## src/rtl/mix_seq_pkg.sv

```systemverilog
// rtl/mix_seq_pkg.sv - shared constants and FSM state type for the mix sequencer
package mix_seq_pkg;

    localparam int NUM_VOICES = 12;
    localparam int SAMPLE_W   = 8;
    localparam int ACC_W      = 12;
    localparam int CNT_W      = $clog2(NUM_VOICES + 1);

    typedef enum logic [2:0] {
        S_IDLE,
        S_SCAN,
        S_DIVIDE,
        S_WAIT,
        S_OUTPUT
    } state_t;

endpackage

```

## src/rtl/voice_accumulator.sv

```systemverilog
// rtl/voice_accumulator.sv - serial voice scanner: latched key mask, voice mux, sum and count
module voice_accumulator #(
    parameter int NUM_VOICES = mix_seq_pkg::NUM_VOICES,
    parameter int SAMPLE_W   = mix_seq_pkg::SAMPLE_W,
    parameter int ACC_W      = mix_seq_pkg::ACC_W,
    localparam int CNT_W     = $clog2(NUM_VOICES + 1),
    localparam int IDX_W     = $clog2(NUM_VOICES)
) (
    input  logic                           clk,
    input  logic                           reset,
    input  logic                           clear,
    input  logic                           step,
    input  logic [NUM_VOICES-1:0]          key_en,
    input  logic [NUM_VOICES*SAMPLE_W-1:0] voice_samples,
    output logic [ACC_W-1:0]               acc,
    output logic [ACC_W-1:0]               acc_next,
    output logic [CNT_W-1:0]               cnt,
    output logic [CNT_W-1:0]               cnt_next,
    output logic                           last
);

    logic [NUM_VOICES-1:0] key_q;
    logic [IDX_W-1:0]      idx;
    logic [SAMPLE_W-1:0]   sel;
    logic                  hit;

    always_comb begin
        sel = '0;
        hit = 1'b0;
        for (int i = 0; i < NUM_VOICES; i++) begin
            if (int'(idx) == i) begin
                sel = voice_samples[i*SAMPLE_W +: SAMPLE_W];
                hit = key_q[i];
            end
        end
    end

    // Sum/count including the voice under the index, so the FSM can decide on the last scan cycle
    assign acc_next = hit ? acc + {{(ACC_W-SAMPLE_W){1'b0}}, sel} : acc;
    assign cnt_next = cnt + {{(CNT_W-1){1'b0}}, hit};
    assign last     = (idx == IDX_W'(NUM_VOICES - 1));

    always_ff @(posedge clk or posedge reset) begin
        if (reset) begin
            key_q <= '0;
            acc   <= '0;
            cnt   <= '0;
            idx   <= '0;
        end else if (clear) begin
            key_q <= key_en;
            acc   <= '0;
            cnt   <= '0;
            idx   <= '0;
        end else if (step) begin
            acc <= acc_next;
            cnt <= cnt_next;
            idx <= last ? '0 : idx + 1'b1;
        end
    end

endmodule

```

## src/rtl/mix_sequencer.sv

```systemverilog
// rtl/mix_sequencer.sv - per-tick voice mix and normalise sequencer; MIX_SEQ_SINGLE_BYPASS_EN skips the divider for one voice
module mix_sequencer #(
    parameter int NUM_VOICES  = mix_seq_pkg::NUM_VOICES,
    parameter int SAMPLE_W    = mix_seq_pkg::SAMPLE_W,
    parameter int ACC_W       = mix_seq_pkg::ACC_W,
    parameter int DIV_TIMEOUT = 32
) (
    input  logic                           clk,
    input  logic                           reset,
    input  logic                           sample_now,
    input  logic [NUM_VOICES-1:0]          key_en,
    input  logic [NUM_VOICES*SAMPLE_W-1:0] voice_samples,
    output logic                           div_start,
    output logic [ACC_W-1:0]               div_dividend,
    output logic [ACC_W-1:0]               div_divisor,
    input  logic [SAMPLE_W-1:0]            div_quo,
    input  logic                           div_done,
    output logic [SAMPLE_W-1:0]            final_sample,
    output logic                           pwm_start,
    output logic                           busy,
    output logic                           overrun,
    output logic                           div_timeout
);

    import mix_seq_pkg::*;

    localparam int CNT_W = $clog2(NUM_VOICES + 1);
    localparam int TMR_W = $clog2(DIV_TIMEOUT + 1);

    state_t             state;
    logic [TMR_W-1:0]   timer;
    logic [ACC_W-1:0]   acc;
    logic [ACC_W-1:0]   acc_next;
    logic [CNT_W-1:0]   cnt;
    logic [CNT_W-1:0]   cnt_next;
    logic               last;

    voice_accumulator #(
        .NUM_VOICES (NUM_VOICES),
        .SAMPLE_W   (SAMPLE_W),
        .ACC_W      (ACC_W)
    ) u_acc (
        .clk           (clk),
        .reset         (reset),
        .clear         ((state == S_IDLE) && sample_now),
        .step          (state == S_SCAN),
        .key_en        (key_en),
        .voice_samples (voice_samples),
        .acc           (acc),
        .acc_next      (acc_next),
        .cnt           (cnt),
        .cnt_next      (cnt_next),
        .last          (last)
    );

    // acc/cnt are frozen after the scan until the next accepted tick, so they hold across the divide
    assign div_dividend = acc;
    assign div_divisor  = {{(ACC_W-CNT_W){1'b0}}, cnt};

    always_ff @(posedge clk or posedge reset) begin
        if (reset) begin
            state        <= S_IDLE;
            timer        <= '0;
            div_start    <= 1'b0;
            final_sample <= '0;
            pwm_start    <= 1'b0;
            busy         <= 1'b0;
            overrun      <= 1'b0;
            div_timeout  <= 1'b0;
        end else begin
            div_start <= 1'b0;
            pwm_start <= 1'b0;
            if (sample_now && state != S_IDLE)
                overrun <= 1'b1;
            case (state)
                S_IDLE: begin
                    if (sample_now) begin
                        state <= S_SCAN;
                        busy  <= 1'b1;
                    end
                end
                S_SCAN: begin
                    if (last) begin
                        if (cnt_next == '0) begin
                            final_sample <= '0;
                            pwm_start    <= 1'b1;
                            state        <= S_OUTPUT;
                        end
`ifdef MIX_SEQ_SINGLE_BYPASS_EN
                        else if (cnt_next == CNT_W'(1)) begin
                            final_sample <= acc_next[SAMPLE_W-1:0];
                            pwm_start    <= 1'b1;
                            state        <= S_OUTPUT;
                        end
`endif
                        else begin
                            div_start <= 1'b1;
                            state     <= S_DIVIDE;
                        end
                    end
                end
                S_DIVIDE: begin
                    timer <= '0;
                    state <= S_WAIT;
                end
                S_WAIT: begin
                    if (div_done) begin
                        final_sample <= div_quo;
                        pwm_start    <= 1'b1;
                        state        <= S_OUTPUT;
                    end else if (timer == TMR_W'(DIV_TIMEOUT - 1)) begin
                        div_timeout <= 1'b1;
                        pwm_start   <= 1'b1;
                        state       <= S_OUTPUT;
                    end else begin
                        timer <= timer + 1'b1;
                    end
                end
                S_OUTPUT: begin
                    busy  <= 1'b0;
                    state <= S_IDLE;
                end
                default: begin
                    busy  <= 1'b0;
                    state <= S_IDLE;
                end
            endcase
        end
    end

endmodule

```

## config.mk

```make
export PLATFORM = sky130hd
export DESIGN_NAME = mix_sequencer
export DESIGN_NICKNAME = d
export VERILOG_FILES = /design/src/rtl/mix_seq_pkg.sv /design/src/rtl/voice_accumulator.sv /design/src/rtl/mix_sequencer.sv
export SDC_FILE = /design/constraint.sdc
export NUM_CORES = 1
export LEC_CHECK = 0
export BUFFER_PORTS_ARGS = -buffer_cell sky130_fd_sc_hd__buf_2
export CAP_MARGIN = 20
export CORE_AREA = 2 2 91 93
export DETAILED_ROUTE_END_ITERATION = 8
export DIE_AREA = 0 0 93 95
export PLACE_DENSITY = 0.95
export SETUP_SLACK_MARGIN = 0.15
export SLEW_MARGIN = 10
export SYNTH_ARGS = -nofsm -noshare
export SYNTH_HDL_FRONTEND = slang
export SYNTH_HIERARCHICAL = 1
export SYNTH_SLANG_ARGS = --single-unit
```

## constraint.sdc

```tcl
create_clock -name clk -period 6 [get_ports clk]
set_input_delay 1.2 -clock clk [delete_from_list [all_inputs] [get_ports clk]]
set_output_delay 1.2 -clock clk [all_outputs]
set_load 0.01 [all_outputs]
```

==> results.sh, run 1 <==
export IMPL_finalClockSkew_ns=0.0134
export IMPL_numCtsBuffers=5
export IMPL_cts_hold_fix_buffers=0
export IMPL_grt_overflow=0
export IMPL_areaGrowthSynthToFinish_pct=20.2
export IMPL_dp_cells=677
export IMPL_antenna_found_initial=0
export IMPL_fin_setup_tns_ns=0
export IMPL_port_buffers=148
export IMPL_cellLeakagePower_nw=2.33
export IMPL_max_slew_worst_pin_slew_ns=1.11
export IMPL_grt_max_degree=33
export IMPL_grt_usage=0.247
export IMPL_clk_latency_ns=0.31
export IMPL_pin_count=157
export IMPL_vdd_drop_max_uv=249
export IMPL_via_count=4085
export IMPL_cts_root_buf="clkbuf_8"
export IMPL_n_fill_cell=676
export IMPL_hold_slack_ns=0.477
export IMPL_finalWorstSetupSlack_ns=0.984
export IMPL_worstSetupStartpoint="u_acc/idx[1]$_DFFE_PP0P_"
export IMPL_crit_family="compound AO/OA/AOI/OAI gates"
export IMPL_critPathArrivalTime_ns=5.25
export IMPL_routabilityCongestion=0.935
export IMPL_hpwl_um=8870
export IMPL_status="complete, no violations"
export IMPL_max_slew_margin=0.256
export IMPL_ys_warn_count=6
export IMPL_core_area_um2=7930
export IMPL_drcViolationCount=0
export IMPL_required_ns=6.23
export IMPL_htreeDepth=2
export IMPL_path_cells="inv_1 -> ha_1 -> nor2b_1 -> a221oi_1 -> nor3_1 -> a2111oi_0 -> a21oi_1 -> a32o_1 -> mux2_2 -> ha_1 -> a211oi_1 -> o21bai_1 -> or3b_1 -> a31oi_1 -> nor3b_1 -> a21bo_2 -> a21oi_1"
export IMPL_final_cells=685
export IMPL_drt_pass1_iterations=6
export IMPL_critPathBufInv=1
export IMPL_fin_nets=717
export IMPL_pre_cts_slack_ns=1.09
export IMPL_antenna_left=0
export IMPL_die_area_um2=8840
export IMPL_avgViaCountPerCell=5.96
export IMPL_grt_pass1_vias=3889
export IMPL_r2r_slack_ns=0.98
export IMPL_cp_slowest_stage_delay_ns=0.65
export IMPL_cp_start_kind="register"
export IMPL_critPathSlowestCell="ha_1"
export IMPL_post_drt_wl_per_cell_um=16.4
export IMPL_die_h_um=95
export IMPL_hold_path_startpoint="div_timeout$_DFFE_PP0P_"
export IMPL_slew_violations=0
export IMPL_path_depth=17
export IMPL_rows=33
export IMPL_drt_first_iter_violations=248
export IMPL_cts_tree="done"
export IMPL_reg2reg_depth=17
export IMPL_clkSlewWorstSetupHoldPaths_ns=0.09
export IMPL_cts_sinks=54
export IMPL_worstSetupEndpointType="register"
export IMPL_powerDensity_nw_per_um2=581
export IMPL_die_w_um=93
export IMPL_initial_core_util=0.509
export IMPL_r2r_end="u_acc/acc[11]$_DFFE_PP0P_"
export IMPL_wl_um=11300
export IMPL_hp_class="register to register"
export IMPL_grt_pass1_wl_um=17400
export IMPL_finalCritPeriodShare=0.836
export IMPL_netlist_instances=450
export IMPL_cts_resized=0
export IMPL_max_freq_mhz=199
export IMPL_finalHoldViolCount=0
export IMPL_setup_viol=0
export IMPL_clk_path_buf_depth=2
export IMPL_syn_area_per_cell_um2=8.96
export IMPL_r2r_start="u_acc/idx[1]$_DFFE_PP0P_"
export IMPL_crit_fanout=22
export IMPL_n_antenna_cell=0
export IMPL_crit_end="u_acc/acc[11]$_DFFE_PP0P_"
export IMPL_cap_viol_max_count=0
export IMPL_rsz0062_at_grt="no"
export IMPL_final_min_clock_period_ns=5.02
export IMPL_drive_gt1_frac=0.322
export IMPL_cts_setup_buffers=0
export IMPL_worstSetupPathType="register to register"
export IMPL_synthesis_area_um2=4030
-- through the flow --
stage | instance area, um2 | total power, mW | util
floorplan | 4060 | 2.16 | -
global placement | 4760 | 2.48 | 0.600
detailed placement | 4760 | 2.59 | 0.600
CTS | 4850 | 2.80 | 0.611
global route | 4850 | 3.06 | 0.611
finish | 4850 | 2.82 | 0.611
-- worst min-delay path by stage --
stage,end,slack [ns],cells after the start
global placement,div_timeout$_DFFE_PP0P_,0.44,1
floorplan,timer[0]$_DFFE_PP0P_,0.47,1
detailed placement,div_timeout$_DFFE_PP0P_,0.45,1
finish,div_timeout$_DFFE_PP0P_,0.48,1
CTS,div_timeout$_DFFE_PP0P_,0.48,1
global route,div_timeout$_DFFE_PP0P_,0.49,1
-- cell usage in the layout (no fill, tap or decap), types with 5 or more instances in the layout --
master	n
a21oi_1	27
a221o_1	6
a22o_1	8
a22oi_1	10
a41oi_1	6
buf_2	148
clkbuf_8	5
conb_1	8
dfrtp_1	54
ha_1	17
inv_1	16
mux2_2	11
mux2i_1	21
nand2_1	47
nand2b_1	6
nand3_1	10
nor2_1	33
nor2b_1	7
nor3_1	6
o21ai_0	30
o22ai_1	12
o32ai_1	6
xnor2_1	8
-- routing by layer --
| layer | share of wire | vias to the layer above | GRT usage |
|---|---|---|---|
| met5 | 0 | - | 0 |
| met4 | 0.036 | 0 | 0.116 |
| met3 | 0.083 | 44 | 0.0583 |
| met2 | 0.50 | 208 | 0.446 |
| met1 | 0.38 | 1924 | 0.274 |
| li1 | - | 1909 | - |
-- where the power goes --
part	switching (mW)	internal [mW]	total, mW
Combinational	1.07	0.860	1.93
Clock	0.118	0.0822	0.200
Sequential	0.165	0.521	0.686
Total	1.35	1.46	2.82
-- flip-flops by register name, summed over array words and instances (netlist names) --
name          flops
u_acc/acc        12
pwm_start         1
div_timeout       1
u_acc/idx         4
u_acc/key_q      12
div_start         1
final_sample      8
state             3
overrun           1
u_acc/cnt         4
timer             6
busy              1
-- worst reg2reg max path, cell delays in order (launching register included) --
cell       delay, ns
dfrtp_1         0.44
inv_1           0.11
ha_1            0.65
nor2b_1         0.33
a221oi_1        0.35
nor3_1          0.08
a2111oi_0       0.41
a21oi_1         0.13
a32o_1          0.30
mux2_2          0.27
ha_1            0.30
a211oi_1        0.25
o21bai_1        0.15
or3b_1          0.41
a31oi_1         0.33
nor3b_1         0.12
a21bo_2         0.22
a21oi_1         0.11
-- final cells by class --
| type | count | area [um2] | share of cell area |
|---|---|---|---|
| Sequential cell | 54 | 1350 | 0.279 |
| Clock inverter | 3 | 21.3 | 0.00439 |
| Inverter | 16 | 60.1 | 0.0124 |
| Clock buffer | 5 | 68.8 | 0.0142 |
| Timing Repair Buffer | 152 | 771 | 0.159 |
| Tap cell | 105 | 131 | 0.0271 |
| Multi-Input combinational cell | 350 | 2440 | 0.504 |
No activity file was read; power rests on OpenSTA's default activity.
==> run 2: changes to the inputs <==
--- a/config.mk
+++ b/config.mk
@@ -7,10 +7,10 @@
 export LEC_CHECK = 0
 export BUFFER_PORTS_ARGS = -buffer_cell sky130_fd_sc_hd__buf_2
 export CAP_MARGIN = 20
-export CORE_AREA = 2 2 91 93
+export CORE_AREA = 2 2 100 102
 export DETAILED_ROUTE_END_ITERATION = 8
-export DIE_AREA = 0 0 93 95
-export PLACE_DENSITY = 0.95
+export DIE_AREA = 0 0 102 104
+export PLACE_DENSITY = 0.86
 export SETUP_SLACK_MARGIN = 0.15
 export SLEW_MARGIN = 10
 export SYNTH_ARGS = -nofsm -noshare
==> constraint.sdc (replaced) <==
create_clock -name clk -period 4.4 [get_ports clk]
set_input_delay 0.88 -clock clk [delete_from_list [all_inputs] [get_ports clk]]
set_output_delay 0.88 -clock clk [all_outputs]
set_load 0.01 [all_outputs]
==> run 2 against run 1 <==
Sequential power up 30%. Count of clock-buffer cells in the layout grew 1. Critical path depth is 2 higher. Via count barely moved. Cell count increased by 6.6%. Final area up 4.4%. Routed wire length grew 5.8%. Clock skew is 0.0012 ns higher. Hold slack got worse by 0.0035 ns. First-iteration DRC count is 12% lower. Largest power group unchanged.
==> results.sh, run 2 (synthesis results as in run 1) <==
export IMPL_status="complete, no violations"
export IMPL_wirelength_met1_um=4600
export IMPL_finalHoldViolCount=0
export IMPL_rsz0062_at_grt="no"
export IMPL_min_to="overrun$_DFFE_PP0P_"
export IMPL_n_fill_cell=887
export IMPL_r2r_slack_ns=0.38
export IMPL_wl_um=11900
export IMPL_grt_max_degree=33
export IMPL_internal_power_mw=2.13
export IMPL_numCtsBuffers=5
export IMPL_final_common_cell="buf_2"
export IMPL_finalCritPeriodShare=0.914
export IMPL_die_area_um2=10600
export IMPL_hp_class="register to register"
export IMPL_antenna_left=0
export IMPL_r2r_start="u_acc/idx[0]$_DFFE_PP0P_"
export IMPL_worstSetupPathType="register to register"
export IMPL_grt_pass1_wl_um=18700
export IMPL_final_min_clock_period_ns=4.02
export IMPL_path_cells="inv_2 -> ha_1 -> nor2b_2 -> buf_4 -> buf_4 -> a221oi_1 -> nor3_1 -> a21oi_1 -> a21oi_1 -> a32o_1 -> mux2_2 -> ha_1 -> a211oi_2 -> o21bai_1 -> or3b_1 -> a31oi_2 -> nor3b_1 -> a21bo_2 -> a21oi_1"
export IMPL_whs_path_depth=1
export IMPL_antenna_found_initial=0
export IMPL_grt_overflow=0
export IMPL_htreeDepth=2
export IMPL_drcViolationCount=0
export IMPL_final_util=0.530
export IMPL_via_count=4088
export IMPL_powerDensity_nw_per_um2=797
export IMPL_hpwl_um=9370
export IMPL_areaGrowthSynthToFinish_pct=25.5
export IMPL_worstSetupEndpointType="register"
export IMPL_grt_usage=0.218
export IMPL_layout_cells_most_common_list="buf_2 (148), dfrtp_1 (53), nand2_1 (47), nor2_1 (32), o21ai_0 (29)"
export IMPL_reg_top3="u_acc/acc x12, u_acc/key_q x12, final_sample x8"
export IMPL_cellLeakagePower_nw=2.42
export IMPL_vdd_drop_max_uv=337
export IMPL_drive_gt1_frac=0.367
export IMPL_power_frac_seq=0.222
export IMPL_p_comb_frac=0.710
export IMPL_reg2reg_depth=19
export IMPL_max_slew_worst_pin_slew_ns=1.04
export IMPL_initial_core_util=0.422
export IMPL_critPathArrivalTime_ns=4.25
export IMPL_cts_hold_fix_buffers=0
export IMPL_cp_slowest_stage_delay_ns=0.43
export IMPL_r2r_end="u_acc/acc[11]$_DFFE_PP0P_"
export IMPL_swShare=0.473
export IMPL_grt_pass1_vias=4071
export IMPL_cp_start_kind="register"
export IMPL_fin_nets=734
export IMPL_finalClockSkew_ns=0.0145
export IMPL_post_drt_wl_per_cell_um=16.3
export IMPL_wl_met2_um=6030
export IMPL_seq_area_um2=1350
export IMPL_required_ns=4.63
export IMPL_cts_sinks=54
export IMPL_core_area_um2=9550
export IMPL_drt_pass1_iterations=7
export IMPL_highest_layer="met4"
export IMPL_clk_path_buf_depth=2
export IMPL_critPathBufInv=3
export IMPL_avgViaCountPerCell=5.60
export IMPL_port_buffers=148
export IMPL_die_w_um=102
export IMPL_wl_met3_um=887
export IMPL_cts_tree="done"
export IMPL_slew_violations=0
export IMPL_cts_root_buf="clkbuf_8"
export IMPL_routabilityCongestion=0.890
export IMPL_crit_top_cell="a21oi_1"
export IMPL_crit_fanout=7
export IMPL_n_antenna_cell=0
export IMPL_setup_viol=0
export IMPL_drt_first_iter_violations=218
export IMPL_rows=36
export IMPL_clk_latency_ns=0.31
export IMPL_multi_input_area_um2=2500
export IMPL_p_sw_mw=1.91
export IMPL_clkSlewWorstSetupHoldPaths_ns=0.10
export IMPL_critPathSlowestCell="dfrtp_2"
export IMPL_cap_viol_max_count=0
export IMPL_hold_path_startpoint="overrun$_DFFE_PP0P_"
export IMPL_pin_count=157
export IMPL_crit_family="compound AO/OA/AOI/OAI gates"
export IMPL_clockPowerShare=0.068
export IMPL_fin_setup_tns_ns=0
export IMPL_max_freq_mhz=249
export IMPL_max_slew_margin=0.302
export IMPL_die_h_um=104
run 2: cell types whose count changed in the layout (fill, tap and decap cells not counted), moves of 2 or more:
cell	change
nor2b_1	-2
ha_2	+3
a21oi_1	-2
ha_1	-3
buf_4	+17
a21oi_2	+2
nor2b_2	+2
run 2: power by group through the flow:
stage	sequential (mW)	combinational [mW]	clock, mW
final	0.895	2.86	0.276
after global routing	0.926	3.16	0.315
after CTS	0.896	2.72	0.288
after detailed placement	0.902	2.71	0
after global placement	0.892	2.58	0
after floorplan	0.899	2.05	0
run 2: how the worst max path moves through the flow:
| stage | start | to | slack (ns) | cells after the start |
|---|---|---|---|---|
| after floorplan | voice_samples[9] | u_acc/acc[11]$_DFFE_PP0P_ | 0.54 | 14 |
| after global placement | voice_samples[9] | u_acc/acc[11]$_DFFE_PP0P_ | 0.33 | 15 |
| after detailed placement | u_acc/idx[1]$_DFFE_PP0P_ | u_acc/acc[10]$_DFFE_PP0P_ | 0.22 | 20 |
| after CTS | u_acc/idx[1]$_DFFE_PP0P_ | u_acc/acc[10]$_DFFE_PP0P_ | 0.16 | 20 |
| after global routing | u_acc/idx[1]$_DFFE_PP0P_ | u_acc/acc[10]$_DFFE_PP0P_ | 0.13 | 18 |
| final | u_acc/idx[0]$_DFFE_PP0P_ | u_acc/acc[11]$_DFFE_PP0P_ | 0.38 | 19 |
run 2: cell type report:
type,instances,share of cell area
Clock inverter,2,0.00272
Sequential cell,54,0.267
Timing Repair Buffer,169,0.178
Clock buffer,6,0.0143
Inverter,16,0.0119
Multi-Input combinational cell,350,0.493
Tap cell,133,0.0329
run 2: what timing repair did:
item                                    in CTS  in global routing
gates resized for setup                      0                 17
endpoints found under the setup margin       0                  4
hold endpoints to repair                     0                  0
buffers inserted                             0                  3
run 2: per-layer routing:
metal / vias up / GRT usage
met2: 224 / 0.403
met1: 1883 / 0.236
met3: 42 / 0.0477
li1: 1939 / -
met5: - / 0
met4: 0 / 0.0829
run 2: through the flow:
step                instance area (um2)  setup WS, ns  cells  total power [mW]  hold WS [ns]
floorplan                          4060         0.540    457              2.95         0.466
global placement                   4900         0.330    719              3.48         0.446
detailed placement                 4900         0.222    719              3.61         0.451
CTS                                4980         0.163    727              3.90         0.478
global route                       5060         0.133    730              4.40         0.503
finish                             5060         0.377    730              4.03         0.474
==> run 3: changes to the inputs <==
--- a/config.mk
+++ b/config.mk
@@ -7,10 +7,11 @@
 export LEC_CHECK = 0
 export BUFFER_PORTS_ARGS = -buffer_cell sky130_fd_sc_hd__buf_2
 export CAP_MARGIN = 20
-export CORE_AREA = 2 2 100 102
+export CORE_AREA = 2 2 98 100
+export CTS_BUF_LIST = sky130_fd_sc_hd__clkbuf_8
 export DETAILED_ROUTE_END_ITERATION = 8
-export DIE_AREA = 0 0 102 104
-export PLACE_DENSITY = 0.86
+export DIE_AREA = 0 0 100 102
+export PLACE_DENSITY = 0.89
 export SETUP_SLACK_MARGIN = 0.15
 export SLEW_MARGIN = 10
 export SYNTH_ARGS = -nofsm -noshare
==> run 3 against run 2 <==
First-iteration DRC count grew 21%. Non-clock buffer count grew 2. Hold slack lost 0.040 ns. Routed wire length is essentially flat. Total power grew 2.0%. Combinational power grew 2%. Sequential power grew 3.6%. Critical endpoint unchanged. Largest power group unchanged.
==> results.sh, run 3 (synthesis results as in run 1) <==
export IMPL_status="complete, no violations"
export IMPL_antenna_found_initial=0
export IMPL_antenna_left=0
export IMPL_cap_viol_max_count=0
export IMPL_highest_layer="met4"
export IMPL_finalCritPeriodShare=0.924
export IMPL_htreeDepth=2
export IMPL_max_slew_worst_pin_slew_ns=0.795
export IMPL_final_cells=710
export IMPL_cellLeakagePower_nw=2.45
export IMPL_hp_class="primary input to asynchronous set/reset pin"
export IMPL_grt_pass1_wl_um=18300
export IMPL_grt_pass1_vias=3963
export IMPL_cts_root_buf="clkbuf_8"
export IMPL_slew_violations=0
export IMPL_final_common_cell="buf_2"
export IMPL_layout_cells_most_common_list="buf_2 (148), dfrtp_1 (53), nand2_1 (47), nor2_1 (32), o21ai_0 (30)"
export IMPL_drive_gt1_frac=0.374
export IMPL_vdd_drop_max_uv=363
export IMPL_wl_um=11900
export IMPL_critPathBufInv=2
export IMPL_critPathArrivalTime_ns=4.29
export IMPL_grt_usage=0.223
export IMPL_drcViolationCount=0
export IMPL_max_freq_mhz=246
export IMPL_clk_path_buf_depth=2
export IMPL_reg_top3="u_acc/acc x12, u_acc/key_q x12, final_sample x8"
export IMPL_setup_viol=0
export IMPL_core_area_um2=9110
export IMPL_crit_family="compound AO/OA/AOI/OAI gates"
export IMPL_die_w_um=100
export IMPL_hpwl_um=9320
export IMPL_required_ns=4.62
export IMPL_clk_latency_ns=0.30
export IMPL_port_buffers=148
export IMPL_die_h_um=102
export IMPL_rsz0062_at_grt="yes"
export IMPL_powerDensity_nw_per_um2=806
export IMPL_grt_max_degree=36
export IMPL_areaGrowthSynthToFinish_pct=26.6
export IMPL_routabilityCongestion=1.02
export IMPL_cts_tree="done"
export IMPL_rows=35
export IMPL_max_slew_margin=0.469
export IMPL_fin_nets=736
export IMPL_path_cells="inv_2 -> ha_1 -> buf_4 -> a221oi_1 -> nor3_1 -> a2111oi_0 -> a21oi_1 -> a32o_1 -> mux2_2 -> ha_1 -> a211oi_2 -> o21bai_1 -> or3b_1 -> a31oi_2 -> nor3b_1 -> a21bo_2 -> a21oi_1"
export IMPL_wirelength_met1_um=4490
export IMPL_avgViaCountPerCell=5.78
export IMPL_pre_cts_slack_ns=0.178
export IMPL_worstSetupPathType="register to register"
export IMPL_n_fill_cell=807
export IMPL_finalClockSkew_ns=0.00459
export IMPL_wl_met2_um=6260
export IMPL_via_count=4107
export IMPL_worstSetupEndpointType="register"
export IMPL_die_area_um2=10200
export IMPL_crit_fanout=10
export IMPL_n_antenna_cell=0
export IMPL_drt_first_iter_violations=263
export IMPL_clkSlewWorstSetupHoldPaths_ns=0.09
export IMPL_initial_core_util=0.443
export IMPL_dp_cells=693
export IMPL_grt_overflow=0
export IMPL_wl_met3_um=797
export IMPL_pin_count=157
export IMPL_drt_pass1_iterations=5
export IMPL_fin_setup_tns_ns=0
export IMPL_cp_slowest_stage_delay_ns=0.42
export IMPL_cp_start_kind="register"
export IMPL_cts_sinks=54
export IMPL_post_drt_wl_per_cell_um=16.8
export IMPL_numCtsBuffers=5
export IMPL_critPathSlowestCell="dfrtp_2"
export IMPL_final_min_clock_period_ns=4.07
export IMPL_finalWorstSetupSlack_ns=0.333
export IMPL_finalHoldViolCount=0
==> run 3: final cells by class <==
cell class	count	area, um2	area share
clock buffer	6	82.6	0.0162
clock inverter	2	8.76	0.00172
inverter	16	60.1	0.0118
multi-input combinational	350	2540	0.497
sequential	54	1350	0.265
tap	111	139	0.0272
timing repair buffer	171	925	0.181
==> run 3: metrics by stage <==
stage	hold slack, ns	utilization	instance area [um2]	power (mW)
final	0.433	0.560	5100	4.11
after global routing	0.416	0.560	5100	4.48
after CTS	0.422	0.541	4930	3.90
after detailed placement	0.446	0.531	4840	3.61
after global placement	0.443	0.531	4840	3.46
after floorplan	0.466	-	4060	2.95
==> run 3: what timing repair did <==
item                                    in CTS  in global routing
gates resized for setup                      0                 26
hold buffers                                 0                  0
endpoints found under the setup margin       0                  4
setup buffers                                0                  9
==> run 3: path summary, 6_finish.rpt <==
kind,startpoint,end,slack (ns),cells past startpoint
hold / removal,reset,u_acc/cnt[0]$_DFFE_PP0P_,0.43,2
max in group asynchronous,reset,final_sample[1]$_DFFE_PP0P_,3.17,2
setup reg to reg,u_acc/idx[1]$_DFFE_PP0P_,u_acc/acc[11]$_DFFE_PP0P_,0.33,17
min in group clk,overrun$_DFFE_PP0P_,overrun$_DFFE_PP0P_,0.47,1
hold reg to reg,overrun$_DFFE_PP0P_,overrun$_DFFE_PP0P_,0.47,1
setup / recovery,u_acc/idx[1]$_DFFE_PP0P_,u_acc/acc[11]$_DFFE_PP0P_,0.33,17
==> run 3: layer usage <==
metal / global-route usage / vias up
met1: 0.244 / 1953
met2: 0.435 / 179
met4: 0.0769 / 0
li1: - / 1944
met3: 0.0397 / 31
met5: 0 / -
==> run 3: worst register-to-register path, cell delays in order (launching register included) <==
cell and delay (ns):
dfrtp_2 0.42, inv_2 0.08, ha_1 0.23, buf_4 0.19, a221oi_1 0.29, nor3_1 0.09
a2111oi_0 0.36, a21oi_1 0.12, a32o_1 0.26, mux2_2 0.27, ha_1 0.30, a211oi_2 0.23
o21bai_1 0.12, or3b_1 0.41, a31oi_2 0.21, nor3b_1 0.09, a21bo_2 0.22, a21oi_1 0.12
==> run 3: report_power, final <==
group	leakage, nW	total [mW]	internal (mW)	switching, mW
registers	0.674	0.927	0.711	0.216
logic	1.72	2.91	1.36	1.55
clock network	0.0524	0.274	0.125	0.149
total	2.45	4.11	2.19	1.92
